**src/rtl/serial_arith_pkg.sv**
```systemverilog
// Shared definitions for the bit-serial arithmetic blocks: control states and
// helper for sizing bit-cycle counters.
package serial_arith_pkg;

    typedef enum logic [1:0] {
        IDLE = 2'd0,
        BUSY = 2'd1,
        DONE = 2'd2
    } state_e;

    // Counter must be able to hold 0..width inclusive.
    function automatic int unsigned count_width(input int unsigned width);
        return $clog2(width + 1);
    endfunction

endpackage

```
**src/rtl/serial_subtractor_fsub.sv**
```systemverilog
// Single-bit full subtractor built from two cascaded half subtractors.
module full_subtractor (
    input  logic x,
    input  logic y,
    input  logic bin,
    output logic d,
    output logic bout
);

    logic d1;
    logic b1;
    logic b2;

    assign d1   = x ^ y;
    assign b1   = ~x & y;
    assign d    = d1 ^ bin;
    assign b2   = ~d1 & bin;
    assign bout = b1 | b2;

endmodule

```
**src/rtl/serial_subtractor.sv**
```systemverilog
// Bit-serial A - B: LSB first, one bit per clock through one full subtractor
// and a borrow flip-flop; parallel load on start, parallel result with done.
module serial_subtractor
    import serial_arith_pkg::*;
#(
    parameter int unsigned WIDTH = 8
) (
    input  logic             clk,
    input  logic             rst,
    input  logic             start,
    input  logic [WIDTH-1:0] a,
    input  logic [WIDTH-1:0] b,
    output logic             busy,
    output logic             done,
    output logic [WIDTH-1:0] diff,
    output logic             borrow_out
);

    localparam int unsigned CW = count_width(WIDTH);
    localparam logic [CW-1:0] LAST = CW'(WIDTH - 1);

    state_e           state_q, state_d;
    logic [WIDTH-1:0] a_sh_q, a_sh_d;
    logic [WIDTH-1:0] b_sh_q, b_sh_d;
    logic [WIDTH-1:0] d_sh_q, d_sh_d;
    logic [WIDTH-1:0] diff_q, diff_d;
    logic [CW-1:0]    cnt_q, cnt_d;
    logic             bor_q, bor_d;
    logic             borrow_q, borrow_d;
    logic             busy_q, busy_d;
    logic             done_q, done_d;
    logic             d_bit;
    logic             b_next;

    full_subtractor u_fsub (
        .x   (a_sh_q[0]),
        .y   (b_sh_q[0]),
        .bin (bor_q),
        .d   (d_bit),
        .bout(b_next)
    );

    always_comb begin
        state_d  = state_q;
        a_sh_d   = a_sh_q;
        b_sh_d   = b_sh_q;
        d_sh_d   = d_sh_q;
        diff_d   = diff_q;
        cnt_d    = cnt_q;
        bor_d    = bor_q;
        borrow_d = borrow_q;
        unique case (state_q)
            IDLE, DONE: begin
                if (start) begin
                    a_sh_d  = a;
                    b_sh_d  = b;
                    bor_d   = 1'b0;
                    cnt_d   = '0;
                    state_d = BUSY;
                end else begin
                    state_d = IDLE;
                end
            end
            BUSY: begin
                a_sh_d = a_sh_q >> 1;
                b_sh_d = b_sh_q >> 1;
                d_sh_d = {d_bit, d_sh_q[WIDTH-1:1]};
                bor_d  = b_next;
                cnt_d  = cnt_q + CW'(1);
                // Final bit goes straight to diff so the result lands on this edge.
                if (cnt_q == LAST) begin
                    diff_d   = {d_bit, d_sh_q[WIDTH-1:1]};
                    borrow_d = b_next;
                    state_d  = DONE;
                end
            end
            default: state_d = IDLE;
        endcase
        busy_d = (state_d == BUSY);
        done_d = (state_d == DONE);
    end

    always_ff @(posedge clk or posedge rst) begin
        if (rst) begin
            state_q  <= IDLE;
            a_sh_q   <= '0;
            b_sh_q   <= '0;
            d_sh_q   <= '0;
            diff_q   <= '0;
            cnt_q    <= '0;
            bor_q    <= 1'b0;
            borrow_q <= 1'b0;
            busy_q   <= 1'b0;
            done_q   <= 1'b0;
        end else begin
            state_q  <= state_d;
            a_sh_q   <= a_sh_d;
            b_sh_q   <= b_sh_d;
            d_sh_q   <= d_sh_d;
            diff_q   <= diff_d;
            cnt_q    <= cnt_d;
            bor_q    <= bor_d;
            borrow_q <= borrow_d;
            busy_q   <= busy_d;
            done_q   <= done_d;
        end
    end

    assign busy       = busy_q;
    assign done       = done_q;
    assign diff       = diff_q;
    assign borrow_out = borrow_q;

endmodule

```
**config.mk**
```make
export PLATFORM = sky130hd
export DESIGN_NAME = serial_subtractor
export DESIGN_NICKNAME = d
export VERILOG_FILES = /design/src/rtl/serial_arith_pkg.sv /design/src/rtl/serial_subtractor_fsub.sv /design/src/rtl/serial_subtractor.sv
export SDC_FILE = /design/constraint.sdc
export NUM_CORES = 1
export LEC_CHECK = 0
export ABC_AREA = 1
export CORE_AREA = 2 2 70 72
export DETAILED_ROUTE_END_ITERATION = 6
export DIE_AREA = 0 0 72 74
export GPL_TIMING_DRIVEN = 0
export PLACE_DENSITY = 0.7
export SKIP_LAST_GASP = 1
export SYNTH_ARGS = -nofsm -noshare
export SYNTH_HDL_FRONTEND = slang
export SYNTH_HIERARCHICAL = 1
export SYNTH_SLANG_ARGS = --single-unit
```
**constraint.sdc**
```tcl
create_clock -name clk -period 1.8 [get_ports clk]
set_clock_uncertainty 0.15 [all_clocks]
set_input_delay 0.54 -clock clk [delete_from_list [all_inputs] [get_ports clk]]
set_output_delay 0.54 -clock clk [all_outputs]
set_load 0.05 [all_outputs]
```
After elaboration in Yosys (flattened, before gate mapping)
Cells that the tools add are included. Widths: inputs -> output; s select.

Bits in registers: 42. Input bits: 19. Output and inout bits: 11. Logic and storage cells: 40.

Add/sub/neg operators: 1. Equality and inequality tests: 6. Mux-type cells: 11. Bitwise operators: 7. Reduce and logical (&&, ||, !) cells: 5.

Operator list (count): $pmux 8 s2 (2); $mux 8 (2); $pmux 4 s2 (1); $add 4x1->4 const B (1); $eq 2x1->1 const B (2); $eq 2x2->1 const B (2); $eq 4x3->1 const B (1); $mux 4 (1); $pmux 2 s2 (1); $reduce_and 2->1 (2); $and 1x1->1 (2); $logic_not 2->1 (1); $mux 1 (2); $mux 2 (1); $ne 2x2->1 const B (1); $not 1->1 (2); $pmux 1 s2 (1); $reduce_bool 2->1 (1); $reduce_or 2->1 (1); $xor 1x1->1 (2); $or 1x1->1 (1).

Logic depth before layout (Yosys ltp)
Depth in word-level cells: 5. Mapped depth: 7. Gate-level depth less buffers: 6.

Cells and area by module
The synthesis kept the hierarchy.

Modules (own cells, without submodules): serial_subtractor (instances 1, cells each 222, area each 1757.9 um^2); full_subtractor (instances 1, cells each 4, area each 31.3 um^2).

Least setup slack after synthesis
No wires, ideal clock.

Path type: input to register. Start point: in start. End point: reg a_sh_q[2]. Setup time: 65 ps. Arrival time: 1124 ps. Required time: 1585 ps. Path slack: 461 ps. Stages: 7. Path through: inv_1 nor2_2 buf_2 nand2_1 nand2_1 inv_1 nand2_1.

Cells in the longest elaborated chain, start to end: 2.

RTL lines: start: declaration (line serial_subtractor.sv:10) `input logic start,`; $ne 2x2->1 (no line); $reduce_and 2->1 (no line); end signal: assignment (line serial_subtractor.sv:97) `a_sh_q <= a_sh_d;`; end: declaration (line serial_subtractor.sv:23) `logic [WIDTH-1:0] a_sh_q, a_sh_d;`.

No other way between the ends. A chain may end at the register's enable or synchronous reset.

Worst setup path in the final report
Start point: reg diff_q[4] (netlist: diff[4]). End point: out diff[4].

RTL lines: start: declaration (line serial_subtractor.sv:26) `logic [WIDTH-1:0] diff_q, diff_d;`; start signal: assignment (line serial_subtractor.sv:100) `diff_q <= diff_d;`; end: declaration (line serial_subtractor.sv:15) `output logic [WIDTH-1:0] diff,`.

No word-level cell between the ends.

==> qor.csv <==
stage,metric,value,unit
logic_synthesis,"EDFF count, synth",0,
logic_synthesis,Yosys reg bits,41,
critical_path,buffers plus inverters on the worst setup path,1,
critical_path,Critical Path AT,1.04,ns
grt,GRT Overall Usage,0.149,
clocking,root buf cell,clkbuf_8,
job,max cap viols,0,
routing,DRT iter0 DRCs,119,
placed_design,DP HPWL,2240,µm
logic_synthesis,Mapped Area,1790,µm²
clocking,CTS sink count,41,
clocking,hold_buf cts,0,
grt,initial antenna violation count,0,
clocking,clock buffer depth,2,
logic_synthesis,synth top area cells,"dfrtp_1 (57%), nand2_1 (29%), inv_1 (4.6%), buf_4 (1.3%), fa_1 (1.1%)",
logic_synthesis,post-synth top area share,0.573,
cells_and_area,area grow syn2layout,28.5,%
clocking,htree depth,2,
logic_synthesis,"Avg Cell Area, Syn",7.92,µm²
grt,largest net degree at the start of global routing,42,
power_and_ir_drop,peak supply drop,496,µV
grt,grt ovf,0,
critical_path,Setup Crit Path Kind,reg -> out,
power_and_ir_drop,Leak,1.25,nW
placed_design,placer congestion estimate,0.759,
timing,Fmax,577,MHz
placed_design,Placed Instances,309,
critical_path,critical path endpoint category,primary output,
routing,Detailed Routing Iterations Pass 1,4,
logic_synthesis,register area share after synthesis,0.573,
timing,Max Slew Vio Count,0,
power_and_ir_drop,sequential cell fraction of total power,0.371,
routing,DRT antenna net count,0,
critical_path,Critical Path Start Type,register,
power_and_ir_drop,Internal,2.52,mW
timing,Tcrit/Tclk final,0.964,
timing,Final setup viols,0,
power_and_ir_drop,Clk network pwr share,0.201,
logic_synthesis,Yosys cell types,16,
cells_and_area,layout cells sized above 1,0.122,
logic_synthesis,Synth async-reset ratio,1.00,
logic_synthesis,"Top FF cell, synth",dfrtp_1,
routing,# DRC,0,
timing,actual slew at the worst max-slew pin,0.841,ns
routing,Total Wirelength,3320,µm
routing,vias per cell,4.46,
routing,WL/cell,10.5,µm
critical_path,CP max stage delay,0.38,ns
clocking,CTS Buf Count,5,
cells_and_area,Finished Layout Cells,317,
logic_synthesis,net count after synthesis,247,
grt,vias in the first global route,1427,
logic_synthesis,synth cell count leaders,"nand2_1 (136), dfrtp_1 (41), inv_1 (22), nand3_1 (4), o21ai_0 (4)",
power_and_ir_drop,Comb pwr share,0.428,
logic_synthesis,Mapped Cells,226,
outcome,outcome,"finished, final reports clean",
critical_path,"critical path, cell by cell",clkdlybuf4s15_2,
cells_and_area,Sequential Area,1030,µm²
critical_path,"delay-heaviest family, CP",buffers and inverters,
timing,Slew HR,0.439,
power_and_ir_drop,switch share,0.412,
routing,DR vias,1414,
clocking,clk_lat worst skew,0.29,ns
floorplanning,# rows,25,
floorplanning,number of I/O pins,30,
logic_synthesis,Yosys warnings,6,
routing,Met1 Wirelength,1520,µm
timing,Final Hold Fails,0,
routing,Met3 Routed Length,133,µm
logic_synthesis,largest area contributor in the netlist,dfrtp_1,
cells_and_area,Multi-input gate area,641,µm²
logic_synthesis,"count leader, synth",nand2_1,
cells_and_area,post-layout util,0.500,
clocking,TritonCTS clock tree,yes,
timing,Final Critical Period,1.73,ns
floorplanning,Initial Utilization,0.389,
power_and_ir_drop,Switch Pwr,1.77,mW
floorplanning,Core Footprint,4600,µm²
cells_and_area,Filler cells,460,
critical_path,WP data required,1.11,ns
timing,Hold WS,0.325,ns
floorplanning,die height,74,µm
power_and_ir_drop,Total Power,4.29,mW
placed_design,port buffer count,29,
clocking,clock-pin transition on the worst setup and hold timing paths,0.08,ns
routing,DR WL met2,1590,µm
grt,first-pass GRT wire length,6060,µm
timing,RSZ-0062 raised after global routing,no,
floorplanning,die width,72,µm
cells_and_area,layout net count,283,
power_and_ir_drop,P per Cell Area,1870,nW/µm²
critical_path,maximum fanout along the worst path,2,
critical_path,critical path's slowest cell,clkdlybuf4s15_2,
routing,Highest Signal Layer,met4,
floorplanning,die area,5330,µm²
hold_path,HP Class,reg -> reg,
cells_and_area,ANT cells,0,
==> power groups by stage <==
stage | registers (mW) | logic, mW | clock network, mW
detailed placement | 1.60 | 1.88 | 0
floorplan | 1.95 | 0.982 | 0
CTS | 1.59 | 1.87 | 0.888
global route | 1.65 | 2.11 | 0.922
global placement | 1.59 | 1.85 | 0
finish | 1.59 | 1.84 | 0.863
==> kinds of logic (layout without fill, tap and decap cells) <==
group                    after synthesis  count (layout)  synth area share
AO/OA/AOI/OAI                          5               5            0.0140
adder cells (fa/ha/maj)                2               2            0.0182
buffers and inverters                 30              67            0.0713
flip-flops                            41              41             0.573
AND/OR/NAND/NOR                      148             148             0.323
==> area by class of cell <==
type	instances	area share
inverter	24	0.0392
buffer	6	0.0163
clock buffer	5	0.0299
timing repair buffer	29	0.132
multi-input combinational	155	0.279
sequential	41	0.446
tap	54	0.0294
clock inverter	3	0.0283
==> cell usage in the layout, fill, tap and decap left out <==
| master | n |
|---|---|
| a21oi_1 | 1 |
| buf_2 | 3 |
| buf_4 | 3 |
| bufinv_16 | 2 |
| clkbuf_8 | 5 |
| clkdlybuf4s15_2 | 11 |
| clkdlybuf4s50_1 | 18 |
| clkinv_2 | 1 |
| dfrtp_1 | 41 |
| fa_1 | 1 |
| ha_1 | 1 |
| inv_1 | 21 |
| inv_2 | 3 |
| nand2_1 | 136 |
| nand3_1 | 4 |
| nand4_1 | 1 |
| nor2_1 | 3 |
| nor2_2 | 1 |
| nor2_4 | 2 |
| o21ai_0 | 4 |
| or2_2 | 1 |
==> metal layers <==
layer  vias to the layer above  global-route usage
li1                        736                   -
met1                       639               0.175
met2                        32               0.263
met3                         7              0.0407
met4                         0              0.0566
met5                         -                   0
==> tightest hold or removal path, stage by stage, from the launching register on <==
cell	delay, ns
dfrtp_1	0.35
nand2_1	0.06
nand2_1	0.04
==> state kept, by name, indices dropped and copies added (netlist names) <==
signal      flops
d_sh_q          7
bor_q           1
state_q         2
diff            8
cnt_q           4
borrow_out      1
b_sh_q          8
busy            1
a_sh_q          8
done            1
==> stage by stage <==
step / instance area [µm²] / TNS (ns) / worst slack (ns)
2_1_floorplan: 1790 / 0 / 0.164
3_3_place_gp: 2150 / -31.21 / -0.700
3_5_place_dp: 2150 / -2.70 / -0.254
4_1_cts: 2290 / 0 / 0.0408
5_1_grt: 2300 / 0 / 0.0259
6_report: 2300 / 0 / 0.0654
==> worst paths after layout <==
path | to | slack (ns) | cells after the start | start
min in group asynchronous | borrow_out | 0.58 | 2 | rst
worst max-delay path | diff[4] | 0.07 | 1 | diff[4]
worst max register to register | diff[4] | 0.23 | 6 | cnt_q[0]
worst min-delay path | b_sh_q[7] | 0.33 | 2 | b_sh_q[7]
worst min register to register | b_sh_q[7] | 0.33 | 2 | b_sh_q[7]
max in group asynchronous | a_sh_q[3] | 0.39 | 2 | rst
==> timing repair <==
| item | 4_1_cts | 5_1_grt |
|---|---|---|
| resized for setup | 33 | 1 |
| endpoints found under the setup margin | 11 | 8 |
| buffers inserted | 0 | 0 |
| cloned | 0 | 0 |
Power figures use the tool's default switching activity.
